### config.mk
export PLATFORM = sky130hd
export DESIGN_NAME = spi_adc_responder
export DESIGN_NICKNAME = d
export VERILOG_FILES = /design/src/rtl/spi_adc_responder.sv
export SDC_FILE = /design/constraint.sdc
export NUM_CORES = 1
export LEC_CHECK = 0
export CAP_MARGIN = 30
export CORE_ASPECT_RATIO = 1.75
export CORE_MARGIN = 4
export CORE_UTILIZATION = 45
export CTS_CLUSTER_DIAMETER = 80
export DETAILED_ROUTE_END_ITERATION = 7
export PLACE_DENSITY = 0.7
export SYNTH_ARGS = -nofsm -noshare
export SYNTH_HDL_FRONTEND = slang
export SYNTH_SLANG_ARGS = --single-unit
### constraint.sdc
create_clock -name clk -period 2.3 [get_ports clk]
set_clock_uncertainty 0.2 [all_clocks]
set_input_delay 0.46 -clock clk [delete_from_list [all_inputs] [get_ports clk]]
set_output_delay 0.46 -clock clk [all_outputs]
set_load 0.005 [all_outputs]
### src/rtl/spi_adc_responder.sv
// SPI responder emulating a dual-channel serial ADC on a 2-bit MISO bus, oversampled on clk.
// Define ADC_RESP_RAMP_EN to serve an internal ramp (ch0) and its inverse (ch1) instead of ports.
module spi_adc_responder #(
    parameter int unsigned LEAD_ZEROS  = 4,
    parameter int unsigned DATA_W      = 12,
    parameter int unsigned SYNC_STAGES = 2
) (
    input  logic              clk,
    input  logic              rst,
    input  logic              en_i,
    input  logic [DATA_W-1:0] sample0_i,
    input  logic [DATA_W-1:0] sample1_i,
    input  logic              spi_cs_ni,
    input  logic              spi_sck_i,
    output logic [1:0]        spi_miso_o,
    output logic              busy_o,
    output logic              frame_done_o,
    output logic              frame_abort_o
);

    localparam int unsigned FrameLen = LEAD_ZEROS + DATA_W;
    localparam int unsigned CntW     = $clog2(FrameLen + 1);

    typedef enum logic [1:0] {StIdle, StShift, StDone} state_e;

    logic [SYNC_STAGES-1:0] cs_sync_q, sck_sync_q;
    logic                   cs_prev_q, sck_prev_q;
    logic [SYNC_STAGES:0]   sync_vld_q;
    logic                   cs_s, sck_s, edge_ok;
    logic                   cs_fall, cs_rise, sck_fall;

    state_e                state_q, state_d;
    logic [CntW-1:0]       cnt_q, cnt_d;
    logic [FrameLen-1:0]   sh0_q, sh0_d, sh1_q, sh1_d;
    logic                  done_q, done_d, abort_q, abort_d;
    logic [DATA_W-1:0]     ld0, ld1;

    always_ff @(posedge clk) begin
        if (rst) begin
            cs_sync_q  <= '1;
            sck_sync_q <= '1;
            cs_prev_q  <= 1'b1;
            sck_prev_q <= 1'b1;
            sync_vld_q <= '0;
        end else begin
            cs_sync_q  <= {cs_sync_q[SYNC_STAGES-2:0], spi_cs_ni};
            sck_sync_q <= {sck_sync_q[SYNC_STAGES-2:0], spi_sck_i};
            cs_prev_q  <= cs_s;
            sck_prev_q <= sck_s;
            sync_vld_q <= {sync_vld_q[SYNC_STAGES-1:0], 1'b1};
        end
    end

    assign cs_s  = cs_sync_q[SYNC_STAGES-1];
    assign sck_s = sck_sync_q[SYNC_STAGES-1];
    // Edges count only once the whole chain holds post-reset pin samples, so a CS
    // that stays low across reset is not mistaken for a new falling edge.
    assign edge_ok  = sync_vld_q[SYNC_STAGES];
    assign cs_fall  = edge_ok & cs_prev_q & ~cs_s;
    assign cs_rise  = edge_ok & ~cs_prev_q & cs_s;
    assign sck_fall = edge_ok & sck_prev_q & ~sck_s & ~cs_s;

`ifdef ADC_RESP_RAMP_EN
    logic [DATA_W-1:0] ramp_q;
    logic              unused_samples;

    always_ff @(posedge clk) begin
        if (rst) begin
            ramp_q <= '0;
        end else if (done_d) begin
            ramp_q <= ramp_q + DATA_W'(1);
        end
    end

    assign ld0            = ramp_q;
    assign ld1            = ~ramp_q;
    assign unused_samples = ^{sample0_i, sample1_i};
`else
    assign ld0 = sample0_i;
    assign ld1 = sample1_i;
`endif

    always_comb begin
        state_d = state_q;
        cnt_d   = cnt_q;
        sh0_d   = sh0_q;
        sh1_d   = sh1_q;
        done_d  = 1'b0;
        abort_d = 1'b0;
        unique case (state_q)
            StIdle: begin
                if (cs_fall && en_i) begin
                    sh0_d   = FrameLen'(ld0);
                    sh1_d   = FrameLen'(ld1);
                    cnt_d   = '0;
                    state_d = StShift;
                end
            end
            StShift: begin
                // CS rising wins over a coincident SCK falling edge.
                if (cs_rise) begin
                    state_d = StIdle;
                    abort_d = 1'b1;
                end else if (sck_fall) begin
                    if (cnt_q == CntW'(FrameLen - 1)) begin
                        state_d = StDone;
                        done_d  = 1'b1;
                    end else begin
                        sh0_d = {sh0_q[FrameLen-2:0], 1'b0};
                        sh1_d = {sh1_q[FrameLen-2:0], 1'b0};
                        cnt_d = cnt_q + CntW'(1);
                    end
                end
            end
            StDone: begin
                if (cs_rise) begin
                    state_d = StIdle;
                end
            end
            default: state_d = StIdle;
        endcase
    end

    always_ff @(posedge clk) begin
        if (rst) begin
            state_q <= StIdle;
            cnt_q   <= '0;
            sh0_q   <= '0;
            sh1_q   <= '0;
            done_q  <= 1'b0;
            abort_q <= 1'b0;
        end else begin
            state_q <= state_d;
            cnt_q   <= cnt_d;
            sh0_q   <= sh0_d;
            sh1_q   <= sh1_d;
            done_q  <= done_d;
            abort_q <= abort_d;
        end
    end

    assign spi_miso_o    = (state_q == StShift) ? {sh1_q[FrameLen-1], sh0_q[FrameLen-1]} : 2'b00;
    assign busy_o        = (state_q != StIdle);
    assign frame_done_o  = done_q;
    assign frame_abort_o = abort_q;

endmodule

==> metrics.md <==
| Metric | Value |
|---|---|
| Count of final max-slew check failures | 0 |
| Number of clock buffers inserted by TritonCTS | 5 |
| Die Outline Area | 0.00626 mm2 |
| Unrepaired setup endpoints after global routing | false |
| Endpoint of the worst register-to-register path | sh1_q[2] |
| Clk pin slew, worst setup/hold paths | 80 ps |
| CTS H-Tree Depth | 2 |
| Mean Syn Cell Area | 9.07 um2 |
| TritonCTS clock tree | yes |
| Via total after detailed routing | 1995 |
| DR vias/cell | 6.01 |
| Total GRT Usage | 18.6% |
| Outcome | finished clean |
| Logic depth of the worst register-to-register path | 8 |
| Total gr overflow | 0 |
| Internal cell power | 1150 uW |
| Total DRC errors in the routed layout | 0 |
| Data arrival time of the worst path | 1530 ps |
| Start point of the worst min-delay path | sck_sync_q[0] |
| Pin count of the biggest net entering global routing | 27 |
| Number of failing setup endpoints in the final timing report | 0 |
| Final Routed Wirelength | 5300 um |
| Switching power | 327 uW |
| Clk Latency, worst-skew pair | 300 ps |
| Worst setup slack for register-to-register paths | 180 ps |
| Yosys synthesis warning count | 0 |
| Type of the setup path with the least slack | reg2out |
| Count of antenna diodes in the layout | 0 |
| Final antenna-violating net count | 0 |
| Transition time at the pin with the least slew margin | 473 ps |
| Y dimension of the die | 102 um |
| Cell at the root of the clock tree | sky130_fd_sc_hd__clkbuf_8 |
| Hold buffer count at cts | 0 |
| Worst endpoint required time | 1640 ps |
| Share of synthesized area occupied by flip-flops and latches | 44.3% |
| Max-slew headroom at the worst pin | 68.4% |
| Number of port buffers | 33 |
| Cells after Synth | 249 |
| Horizontal die dimension | 61.6 um |
| Ys flop type | sky130_fd_sc_hd__dfxtp_1 |
| Main area contributors after synthesis | sky130_fd_sc_hd__dfxtp_1, sky130_fd_sc_hd__nand2_1, sky130_fd_sc_hd__a221oi_1, sky130_fd_sc_hd__a311oi_1, sky130_fd_sc_hd__mux2i_1 |
| Relative area change from synthesis to final layout | 24.0% |
| Final Hold Viols | 0 |
| Maximum clock frequency | 0.457 GHz |
| Sw Ratio | 22.1% |
| Maximum vdd ir drop | 0.436 mV |
| Max-capacitance violation count | 0 |
| Hold Crit Depth | 1 |
| Largest fanout of any net on the critical path | 6 |
| Setup Total Neg Slack | 0 ps |
| Sinks on the clock net | 50 |
| Power share of the clock group | 32.7% |
| Critical Path Sink Type | primary output |
| Sequential power share | 59.5% |
| Leakage power figure | 0.000984 uW |
| Post-detailed-route wirelength per cell | 16.0 um |
| Number of flops mapped to enable cells by yosys | 0 |
| Startpoint kind of the worst setup timing path | register |
| Final period util | 95.1% |
| Final HPWL DP | 3660 um |
| Number of synthesized register bits | 50 |
| Floorplan Core Area | 0.00479 mm2 |
| Syn Nets | 280 |
| Beginning of the worst register-to-register path | cnt_q[0] |
| Logic pwr share | 7.8% |
| Vias in the first global route | 1907 |
| Top cell type's share of synthesized area | 44.3% |
| Worst min-delay path category | reg2reg |
| Initial drt markers | 165 |
| Post-synthesis instance area | 0.00226 mm2 |
| Hold Path End | sck_sync_q[1] |
| Share of layout cells above drive strength 1 | 13.9% |
| Distinct cells, synth | 35 |
| Async set-or-reset flop fraction in the synthesized netlist | 0% |
| Filler cell count | 436 |
| Total I/O pin count | 34 |
| Number of antenna violations at the first check in global routing | 0 |
| Fin crit period | 2190 ps |
| First-pass GRT wire length | 8940 um |
| First-pass detailed-route iteration total | 4 |
| Worst Hold Slack | 216 ps |
| Effective utilization at floorplan | 47.2% |
| Cells along the critical path | nor2b_4 -> and2_1 -> clkdlybuf4s50_1 |
| Maximum cell stage delay along the critical path | 490 ps |
| Final GP Congestion | 0.819 |
| Final standard cell utilization of the core | 58.5% |
| Final net count | 311 |
| Buffer depth of the longest clock path | 2 |
| Row cnt | 33 |
| Power density cells | 528 mW/mm2 |
| Cell with the biggest individual delay on the critical path | sky130_fd_sc_hd__clkdlybuf4s50_1 |
| Top cell type by total area after synthesis | sky130_fd_sc_hd__dfxtp_1 |
## how the worst max path moves through the flow
stage	start	end	slack, ps	cells past startpoint
CTS	state_q[0]	spi_miso_o[0]	40	3
detailed placement	cnt_q[0]	sh1_q[14]	110	7
floorplan	cnt_q[0]	sh0_q[1]	240	7
global route	state_q[0]	spi_miso_o[0]	20	3
global placement	cnt_q[0]	sh1_q[6]	190	8
finish	state_q[0]	spi_miso_o[1]	110	3
## power groups by stage
stage                     combinational (uW)  clock, uW  sequential (uW)
after floorplan                         48.6          0              898
after global placement                   115          0              900
after detailed placement                 116          0              900
after CTS                                117        488              880
after global routing                     126        532              881
final                                    116        483              880
## logic make-up (layout without fill, tap and decap cells)
group | count (synthesis) | after routing | synth area share [%]
simple gates | 100 | 100 | 21.9
fa+ha+maj | 2 | 2 | 1.11
mux | 13 | 13 | 5.76
compound gates | 53 | 53 | 20.3
flops | 50 | 50 | 44.3
buf+inv | 31 | 62 | 6.54
## layer usage
layer,wire length (um),vias up,GRT usage (%)
met4,101,0,7.52
met2,2790,45,30.5
met3,243,8,4.21
met1,2170,965,22.7
li1,-,977,-
met5,0,-,0
## worst max-delay path, delay by kind of cell (launching register included)
family	cells	cell delay (ps)
buffers and inverters	1	490
DFF	1	400
and+or+nand+nor	2	340
## cell type report
class / count / area [um2] / area share (%)
repair buffers: 51 / 519 / 18.5
inverters: 4 / 15.0 / 0.536
multi-input cells: 168 / 1120 / 40.0
clock buffers: 7 / 76.3 / 2.73
flip-flops and latches: 50 / 1000 / 35.8
well taps: 52 / 65.1 / 2.32
## metrics by stage
step	cells	cell area, um2	setup WS (ps)	total power [uW]
2_1_floorplan	249	2260	240	947
3_3_place_gp	323	2690	191	1010
3_5_place_dp	323	2690	112	1020
4_1_cts	330	2770	39.4	1480
5_1_grt	332	2800	22.8	1540
6_report	332	2800	113	1480
## placed cells by master, fill, tap and decap left out, types with 3 or more instances in the layout
cell type,instances
sky130_fd_sc_hd__buf_4,13
sky130_fd_sc_hd__buf_12,4
sky130_fd_sc_hd__a311oi_1,22
sky130_fd_sc_hd__clkdlybuf4s50_1,33
sky130_fd_sc_hd__clkbuf_8,5
sky130_fd_sc_hd__nor2b_1,3
sky130_fd_sc_hd__or2_2,7
sky130_fd_sc_hd__nand2_1,59
sky130_fd_sc_hd__inv_1,3
sky130_fd_sc_hd__and2_1,3
sky130_fd_sc_hd__dfxtp_1,48
sky130_fd_sc_hd__mux2i_1,13
sky130_fd_sc_hd__nand3_1,13
sky130_fd_sc_hd__a221oi_1,22
## state kept, by name, indices dropped and copies added (netlist names)
signal / flops
sh0_q: 16
sh1_q: 16
cnt_q: 5
frame_done_o: 1
frame_abort_o: 1
sck_prev_q: 1
sck_sync_q: 2
cs_sync_q: 2
cs_prev_q: 1
state_q: 2
sync_vld_q: 3
## cells in the mapped netlist (2+ instances only)
library cell,count
sky130_fd_sc_hd__buf_2,10
sky130_fd_sc_hd__nor2b_1,4
sky130_fd_sc_hd__clkbuf_1,13
sky130_fd_sc_hd__a221oi_1,22
sky130_fd_sc_hd__ha_1,2
sky130_fd_sc_hd__and2_1,3
sky130_fd_sc_hd__nand3_1,13
sky130_fd_sc_hd__nand2_1,59
sky130_fd_sc_hd__dfxtp_1,50
sky130_fd_sc_hd__a211oi_1,2
sky130_fd_sc_hd__mux2i_1,13
sky130_fd_sc_hd__or3_1,2
sky130_fd_sc_hd__a311oi_1,22
sky130_fd_sc_hd__nor3_1,2
sky130_fd_sc_hd__inv_1,3
sky130_fd_sc_hd__buf_4,3
sky130_fd_sc_hd__or2_2,7
sky130_fd_sc_hd__and3_1,2
## repair_timing
action / in CTS / in global routing
gates resized for setup: 1 / 5
pin swaps: 0 / 2
buffers inserted: 0 / 2
endpoints found under the setup margin: 2 / 17
endpoints found under the hold margin: 0 / 0
No activity file was read; power rests on OpenSTA's default activity.
